### src/rtl/cpu_pkg.sv
// Shared pipeline definitions: sizing helper, predictor counter encodings
// and BTB training actions.
package cpu_pkg;

    localparam int unsigned PC_INC = 4;

    typedef enum logic [1:0] {
        TRAIN_NONE,
        TRAIN_INC,
        TRAIN_DEC,
        TRAIN_ALLOC
    } train_e;

    function automatic int unsigned clog2(input int unsigned value);
        int unsigned w;
        w = 0;
        while ((64'd1 << w) < 64'(value)) w = w + 1;
        return w;
    endfunction

    function automatic int unsigned ctr_weak_taken(input int unsigned ctr_w);
        return 1 << (ctr_w - 1);
    endfunction

    function automatic int unsigned ctr_weak_not_taken(input int unsigned ctr_w);
        return (1 << (ctr_w - 1)) - 1;
    endfunction

endpackage

### src/rtl/bp_sat_ctr.sv
// Saturating up/down counter next-state logic (combinational only).
module bp_sat_ctr #(
    parameter int unsigned CTR_W = 2
) (
    input  logic [CTR_W-1:0] ctr,
    input  logic             inc,
    input  logic             dec,
    input  logic             en,
    output logic [CTR_W-1:0] ctr_next
);

    always_comb begin
        ctr_next = ctr;
        if (en) begin
            if (inc && !dec && (ctr != '1))
                ctr_next = ctr + CTR_W'(1);
            else if (dec && !inc && (ctr != '0))
                ctr_next = ctr - CTR_W'(1);
        end
    end

endmodule

### src/rtl/branch_predictor.sv
// Direct-mapped BTB with saturating counters: combinational IF prediction,
// EX-stage mispredict/redirect resolution, training and saturating statistics.
module branch_predictor
    import cpu_pkg::*;
#(
    parameter int unsigned ENTRIES = 16,
    parameter int unsigned CTR_W   = 2,
    parameter int unsigned ADDR_W  = 32,
    parameter int unsigned STAT_W  = 16
) (
    input  logic              Clk,
    input  logic              Clrn,
    input  logic              En,
    input  logic [ADDR_W-1:0] IF_Addr,
    output logic              Pred_Taken,
    output logic [ADDR_W-1:0] Pred_Target,
    input  logic              Upd_Valid,
    input  logic [ADDR_W-1:0] Upd_PC,
    input  logic              Upd_Taken,
    input  logic [ADDR_W-1:0] Upd_Target,
    input  logic              Upd_PredTaken,
    input  logic [ADDR_W-1:0] Upd_PredTarget,
    output logic              Mispredict,
    output logic [ADDR_W-1:0] Redirect_PC,
    output logic [STAT_W-1:0] Br_Count,
    output logic [STAT_W-1:0] Miss_Count
);

    localparam int unsigned       IDX_W  = clog2(ENTRIES);
    localparam int unsigned       TAG_W  = ADDR_W - 2 - IDX_W;
    localparam logic [CTR_W-1:0]  CTR_WT = CTR_W'(ctr_weak_taken(CTR_W));
    localparam logic [CTR_W-1:0]  CTR_WN = CTR_W'(ctr_weak_not_taken(CTR_W));
    localparam logic [ADDR_W-1:0] INC    = ADDR_W'(PC_INC);

    typedef struct packed {
        logic              valid;
        logic [TAG_W-1:0]  tag;
        logic [ADDR_W-1:0] target;
        logic [CTR_W-1:0]  ctr;
    } btb_entry_t;

    btb_entry_t btb [ENTRIES];

    logic [IDX_W-1:0] if_idx;
    logic [TAG_W-1:0] if_tag;
    btb_entry_t       if_entry;
    logic             if_hit;

    logic [IDX_W-1:0] upd_idx;
    logic [TAG_W-1:0] upd_tag;
    btb_entry_t       upd_entry;
    logic             upd_hit;
    logic             update;
    train_e           train;
    logic [CTR_W-1:0] ctr_next;

    logic unused_addr_bits;
    assign unused_addr_bits = ^{IF_Addr[1:0], Upd_PC[1:0]};

    // Prediction reads the stored state, so a same-cycle update to the
    // same index is only seen by IF from the following cycle.
    assign if_idx      = IF_Addr[IDX_W+1:2];
    assign if_tag      = IF_Addr[ADDR_W-1:IDX_W+2];
    assign if_entry    = btb[if_idx];
    assign if_hit      = if_entry.valid && (if_entry.tag == if_tag);
    assign Pred_Taken  = if_hit && if_entry.ctr[CTR_W-1];
    assign Pred_Target = Pred_Taken ? if_entry.target : IF_Addr + INC;

    assign upd_idx     = Upd_PC[IDX_W+1:2];
    assign upd_tag     = Upd_PC[ADDR_W-1:IDX_W+2];
    assign upd_entry   = btb[upd_idx];
    assign upd_hit     = upd_entry.valid && (upd_entry.tag == upd_tag);
    assign update      = En && Upd_Valid;

    assign Mispredict  = update && ((Upd_Taken != Upd_PredTaken) ||
                                    (Upd_Taken && (Upd_Target != Upd_PredTarget)));
    assign Redirect_PC = Upd_Taken ? Upd_Target : Upd_PC + INC;

    always_comb begin
        train = TRAIN_NONE;
        if (update) begin
            if (upd_hit)
                train = Upd_Taken ? TRAIN_INC : TRAIN_DEC;
            else if (Upd_Taken)
                train = TRAIN_ALLOC;
        end
    end

    bp_sat_ctr #(
        .CTR_W(CTR_W)
    ) u_sat_ctr (
        .ctr     (upd_entry.ctr),
        .inc     (train == TRAIN_INC),
        .dec     (train == TRAIN_DEC),
        .en      (update && upd_hit),
        .ctr_next(ctr_next)
    );

    always_ff @(posedge Clk or negedge Clrn) begin
        if (!Clrn) begin
            for (int unsigned i = 0; i < ENTRIES; i++) begin
                btb[i] <= '{valid: 1'b0, tag: '0, target: '0, ctr: CTR_WN};
            end
        end else begin
            case (train)
                TRAIN_INC: begin
                    btb[upd_idx].ctr    <= ctr_next;
                    btb[upd_idx].target <= Upd_Target;
                end
                TRAIN_DEC: begin
                    btb[upd_idx].ctr <= ctr_next;
                end
                TRAIN_ALLOC: begin
                    btb[upd_idx] <= '{valid: 1'b1, tag: upd_tag, target: Upd_Target, ctr: CTR_WT};
                end
                default: ;
            endcase
        end
    end

    // Statistics stick at all-ones rather than wrapping.
    always_ff @(posedge Clk or negedge Clrn) begin
        if (!Clrn) begin
            Br_Count   <= '0;
            Miss_Count <= '0;
        end else if (update) begin
            if (Br_Count != '1)
                Br_Count <= Br_Count + STAT_W'(1);
            if (Mispredict && (Miss_Count != '1))
                Miss_Count <= Miss_Count + STAT_W'(1);
        end
    end

endmodule
### config.mk
export PLATFORM = sky130hd
export DESIGN_NAME = branch_predictor
export DESIGN_NICKNAME = d
export VERILOG_FILES = /design/src/rtl/cpu_pkg.sv /design/src/rtl/bp_sat_ctr.sv /design/src/rtl/branch_predictor.sv
export SDC_FILE = /design/constraint.sdc
export NUM_CORES = 2
export LEC_CHECK = 0
export BUFFER_PORTS_ARGS = -buffer_cell sky130_fd_sc_hd__buf_2
export CAP_MARGIN = 20
export CORE_ASPECT_RATIO = 2
export CORE_MARGIN = 3
export CORE_UTILIZATION = 50
export CTS_CLUSTER_SIZE = 8
export DETAILED_ROUTE_END_ITERATION = 8
export PLACE_DENSITY = 0.69
export RECOVER_POWER = 50
export SLEW_MARGIN = 5
export SYNTH_ARGS = -nofsm -noshare
export SYNTH_HDL_FRONTEND = slang
export SYNTH_HIERARCHICAL = 1
export SYNTH_SLANG_ARGS = --single-unit
### constraint.sdc
create_clock -name Clk -period 4.8 [get_ports Clk]
set_input_delay 0.72 -clock Clk [delete_from_list [all_inputs] [get_ports Clk]]
set_output_delay 0.72 -clock Clk [all_outputs]
set_load 0.005 [all_outputs]
======== Word-level counts from Yosys, hierarchy flattened ========
Cells that the tools add are included.
operators by class
  eq/ne operators ......................... 10
  reductions and logical operators ........ 20
  add/subtract/negate cells ............... 6
  bitwise gates (word level) .............. 2
  order comparisons ....................... 3
  muxes and demuxes ....................... 25
operator list
  operator                                                  number
  bitwise mux 976 bit                                       3
  case mux 976 bit (3 select lines)                         1
  demux 61 bit (select 4 bit)                               3
  binary-select mux 61 bit (select 4 bit)                   2
  2-to-1 mux 61 bit                                         5
  adder 32 x 3 -> 32 bit, second input constant             2
  2-to-1 mux 32 bit                                         2
  == test 26 bit                                            2
  2-to-1 mux 34 bit                                         1
  adder 16 x 1 -> 16 bit, second input constant             2
  inequality test 16 bit, second input constant             2
  inequality test 32 bit                                    1
  2-to-1 mux 2 bit                                          8
  logical AND 1 bit                                         13
  greater-or-equal comparator 5 bit, second input constant  2
  NOT 4 -> 5 bit                                            2
  < comparator 5 x 1 -> 1 bit, second input constant        1
  == test 2 bit, second input constant                      2
  AND reduction 2 bit                                       2
  nonzero test 3 bit                                        1
  adder 2 x 1 -> 2 bit, second input constant               1
  == test 2 x 1 -> 1 bit, second input constant             1
  zero test 1 bit                                           2
  inequality test 2 bit, second input constant              1
  4 further kinds                                           4
storage, ports and cells
  input bits .............................. 134
  logic and storage cells ................. 132
  output and inout port bits .............. 98
  register bits ........................... 1008

======== Longest topological paths before layout ========
  depth after elaboration ................. 18
  depth in mapped cells ................... 21
  depth with buffers taken out ............ 15

======== Modules after synthesis ========
The synthesis kept the hierarchy.
modules (own cells, without submodules)
  module            instances  cells each  area each (um^2)  sequential area each (um^2)
  branch_predictor  1          3568        52998.3           25244.2
  bp_sat_ctr        1          12          97.6              0.0

======== Worst setup path after synthesis ========
Ideal clock, no wire load.
  path type ............................... in2reg
  start ................................... input port Upd_PC[3]
  end ..................................... register btb[550] (netlist name)
  library setup time ...................... 146 ps
  data required time ...................... 4654 ps
  arrival time ............................ 4654 ps
  stages on the path ...................... 19
  path slack .............................. 1 ps
  path buffers ............................ 4
  cells stage by stage .................... buf_2 -> buf_2 -> buf_1 -> mux4_2 -> mux2i_1 -> mux2i_1 -> xor2_1 -> a2111oi_0 -> nand3_1 -> nor4_4 -> buf_6 -> and2_1 -> nor2b_1 -> nor4bb_1 -> o21a_1 -> a21oi_2 -> inv_1 -> and4_1 -> a22oi_1
on the way
  word-level cells in the longest chain between the ends .. 18
  elaborated cells between the ends (all ways) .. 38
  classes of those cells .................. 2 x add/sub; 2 x order compare; 5 x eq/ne; 17 x mux; 1 x bitwise; 11 x reduce/logical
ends and longest elaborated chain
  what                                                    line                                              text
  from (decl)                                             branch_predictor.sv:18                            input logic [ADDR_W-1:0] Upd_PC,
  NOT 4 -> 5 bit (implied by the code) *                  branch_predictor.sv:71                            assign upd_entry = btb[upd_idx];
  binary-select mux 61 bit (select 4 bit) *               branch_predictor.sv:71
  2-to-1 mux 61 bit (implied by the code) * (2 in a row)  branch_predictor.sv:71
  == test 26 bit                                          branch_predictor.sv:72                            assign upd_hit = upd_entry.valid && (upd_entry.tag == upd_tag);
  logical AND 1 bit                                       branch_predictor.sv:72
  2-to-1 mux 2 bit                                        branch_predictor.sv:82                            if (upd_hit)
  2-to-1 mux 2 bit                                        branch_predictor.sv:81                            if (update) begin
  == test 2 x 1 -> 1 bit                                  branch_predictor.sv:93                            .inc (train == TRAIN_INC),
  zero test 1 bit                                         bp_sat_ctr.sv:17                                  else if (dec && !inc && (ctr != '0))
  logical AND 1 bit (2 in a row)                          bp_sat_ctr.sv:17
  2-to-1 mux 2 bit                                        bp_sat_ctr.sv:17
  2-to-1 mux 2 bit                                        bp_sat_ctr.sv:15                                  if (inc && !dec && (ctr != '1))
  2-to-1 mux 2 bit *                                      bp_sat_ctr.sv:14                                  if (en) begin
  named net ctr_next[1]                                   branch_predictor.sv:55                            logic [CTR_W-1:0] ctr_next;
  bitwise mux 976 bit *                                   branch_predictor.sv:107, branch_predictor.sv:111
  bitwise mux 976 bit                                     branch_predictor.sv:108                           btb[upd_idx].target <= Upd_Target;
  case mux 976 bit (3 select lines) *                     branch_predictor.sv:105                           case (train)
  to (signal, indexed assignment)                         branch_predictor.sv:102                           btb[i] <= '{valid: 1'b0, tag: '0, target: '0, ctr: CTR_WN};
  to (signal, indexed assignment)                         branch_predictor.sv:114                           btb[upd_idx] <= '{valid: 1'b1, tag: upd_tag, target: Upd_Target, ctr: CTR_WT};
  to (decl)                                               branch_predictor.sv:42                            btb_entry_t btb [ENTRIES];
Mark *: on every way through the listed nets, which the timed path passes. The rest lies on a longest branch. The select of a mux whose other input is x is not followed.
A chain may end at the register's enable or synchronous reset.

==> flow_summary.toml <==
[global_route]
use_met3_pct = 6.20
grtUsageTotal_pct = 31.6
gr-total-overflow = 0
grt_max_degree = 180
grtUsageMet2_pct = 52.3
grt_pass1_vias = 37500
grt_pass1_wl_um = 255000
busiest_layer = "met2"
grtUsageMet1_pct = 37.6
antenna_found_initial = 11

[logic_synthesis]
yosys-top-cells-area = "dfrtp_1, mux2_2, mux4_2"
yosys_warnings = 6
synthFlopType = "dfrtp_1"
synth-seq-area-share_pct = 47.5
synthArstFlopShare_pct = 100
yosysMostFrequentCell = "dfrtp_1"
avgSynthCellArea_um2 = 14.8
synth_top_area_cell = "dfrtp_1"
synth_cells = 3580
synthesis.area_um2 = 53100
syn_nets = 3723
synth_edf_count = 0
synth_common_cells = "dfrtp_1, mux2_2, mux4_2"
synth_top_cell_area_share_pct = 46.8
synth.distinct_cells = 74
ys_ff_latch = 1008

[flow_run]
maxCapViolCount = 1

[worst_hold_path]
whs_path_depth = 2
hold_class = "primary input to flip-flop"

[cts]
cts_buffer_depth = 3
root_buffer = "clkbuf_16"
cts_tree = "yes"
cts_sinks = 1008
clock_latency_ns = 0.73
cts_buffers = 143
cts_max_level = 4
cts.clk_slew.worst_paths_ns = 0.05

[worst_setup_path]
crit_cells = 12
ff2ff_path_depth = 15
endpoint_kind = "output port"
worstPathCellList = "mux4_2, mux4_2, xnor2_2, buf_4, nand2_2, nor3_2, or4b_4, nor4b_4, buf_6, buf_12, mux2_4, buf_6"
worstPathRequired_ns = 4.08
worstSetupPathType = "flip-flop to output port"
critPathSlowestCell = "mux4_2"
critPathArrivalTime_ns = 4.26
path_delay_family = "multiplexers"
slowest_delay_ns = 0.54
start_kind = "flip-flop"
crit_buf_inv = 4
path_max_fanout = 11

[timing]
slew_headroom_pct = -161
rsz0062_at_grt = "yes"
setup_violations = 32
setup_ws_ns = -0.179
timing_max_transition_violations_final = 61
hold_viol_final = 0
fin_skew_ns = 0.0177
min_period_ns = 4.98
tightest_slew_ns = 3.91
fin_crit_sh_pct = 104
max_freq_mhz = 201
fin_setup_tns_ns = -4.32

[floorplan]
die_w_um = 236
die_y_um = 467
ios = 232
die_area_um2 = 110000
fp-row-count = 168
initial_core_util_pct = 50.5
core_um2 = 105000

[route]
vias = 34600
drt_iter0_drc = 2706
ant_nets = 0
firstDrtPassIters = 7
viasPerCell = 6.52
totalWireLength_um = 173000
drc = 0
wl_per_cell_um = 32.5

[outcome]
outcome = "finished, violations left"
violations = "capacitance limit, slew limit, setup timing"

[placement]
place_ws_ns = -0.379
hpwl_um = 119000
place_congestion = 0.978
portBuffers = 231
placed_cells = 5129

[pwr]
p_leak_nw = 27.7
power_density_nw_per_um2 = 384
ir_worst_vdd_mv = 0.264

[cells_and_area]
fin_nets = 4062
drive_gt1_share_pct = 52.7
instances_no_fill = 5312
syn_to_final_growth_pct = 15.8
-- through the flow --
stage,area (um2),hold slack (ns),util (%),total power [W]
floorplan,53100,0.424,-,0.0129
global placement,57300,0.470,54.6,0.0145
detailed placement,57300,0.470,54.6,0.0146
CTS,61400,0.367,58.4,0.0237
global route,61500,0.410,58.5,0.0245
finish,61500,0.427,58.5,0.0236
-- cell type report --
type | instances | area [um2]
fill | 8294 | 43600
tap | 1360 | 1700
multi-input combinational | 2202 | 26400
timing repair buffer | 530 | 4180
inverter | 34 | 128
antenna | 10 | 25.0
clock buffer | 163 | 3760
sequential | 1008 | 25200
clock inverter | 5 | 66.3
-- per-layer routing --
layer | wire length, um | part of all wire (%) | vias to the layer above
li1 | - | - | 14000
met1 | 62000 | 36 | 18500
met2 | 84900 | 49 | 1588
met3 | 12200 | 7.1 | 533
met4 | 13500 | 7.8 | 0
met5 | 0 | 0 | -
-- cells in the final DEF (no fill, tap or decap), types with 41 or more instances in the layout --
cell / n
buf_12: 47
buf_2: 175
buf_4: 237
clkbuf_1: 41
clkbuf_16: 148
dfrtp_1: 992
mux2_2: 755
mux2_4: 215
mux2i_1: 88
mux4_2: 378
nand2_1: 116
nand4_1: 42
nor2_1: 56
o21ai_0: 43
xnor2_1: 88
xor2_1: 75
-- report_power, final --
| group | leakage [nW] | switching, W | internal, W |
|---|---|---|---|
| Combinational | 12.6 | 0.00181 | 0.00231 |
| Sequential | 13.3 | 0.000795 | 0.00963 |
| Clock | 1.87 | 0.00363 | 0.00543 |
| Total | 27.7 | 0.00623 | 0.0174 |
-- path summary, 6_finish.rpt --
kind	from	end	slack (ns)
max	flip-flop	Pred_Target[20]	-0.18
min	Upd_PC[30]	flip-flop	0.43
max reg2reg	flip-flop	btb[61]	0.39
min reg2reg	Miss_Count[11]	Miss_Count[11]	0.48
max in group asynchronous	Clrn	btb[630]	0.47
min in group asynchronous	Clrn	asynchronous set/reset pin	1.91
-- cell families (layout without fill, tap and decap cells) --
group                      count (synthesis)  count (layout)  share of synthesized area [%]
xor gates and xnor gates                 167             167                           2.75
muxes                                   1438            1438                           39.6
other                                      0              10                              0
AOI/OAI and AO/OA                        179             179                           2.35
buffers and inverters                    370             732                           3.32
and+or+nand+nor                          409             409                           4.17
adders and majority gates                  9               9                          0.212
DFF                                     1008            1008                           47.5
-- repair_timing --
action	in CTS	in global routing
buffers inserted	4	0
pin swaps	4	3
cloned	1	0
hold buffers	1	0
endpoints found under the hold margin	57	0
endpoints found under the setup margin	32	32
gates resized for setup	37	33
No activity file was read; power rests on OpenSTA's default activity.
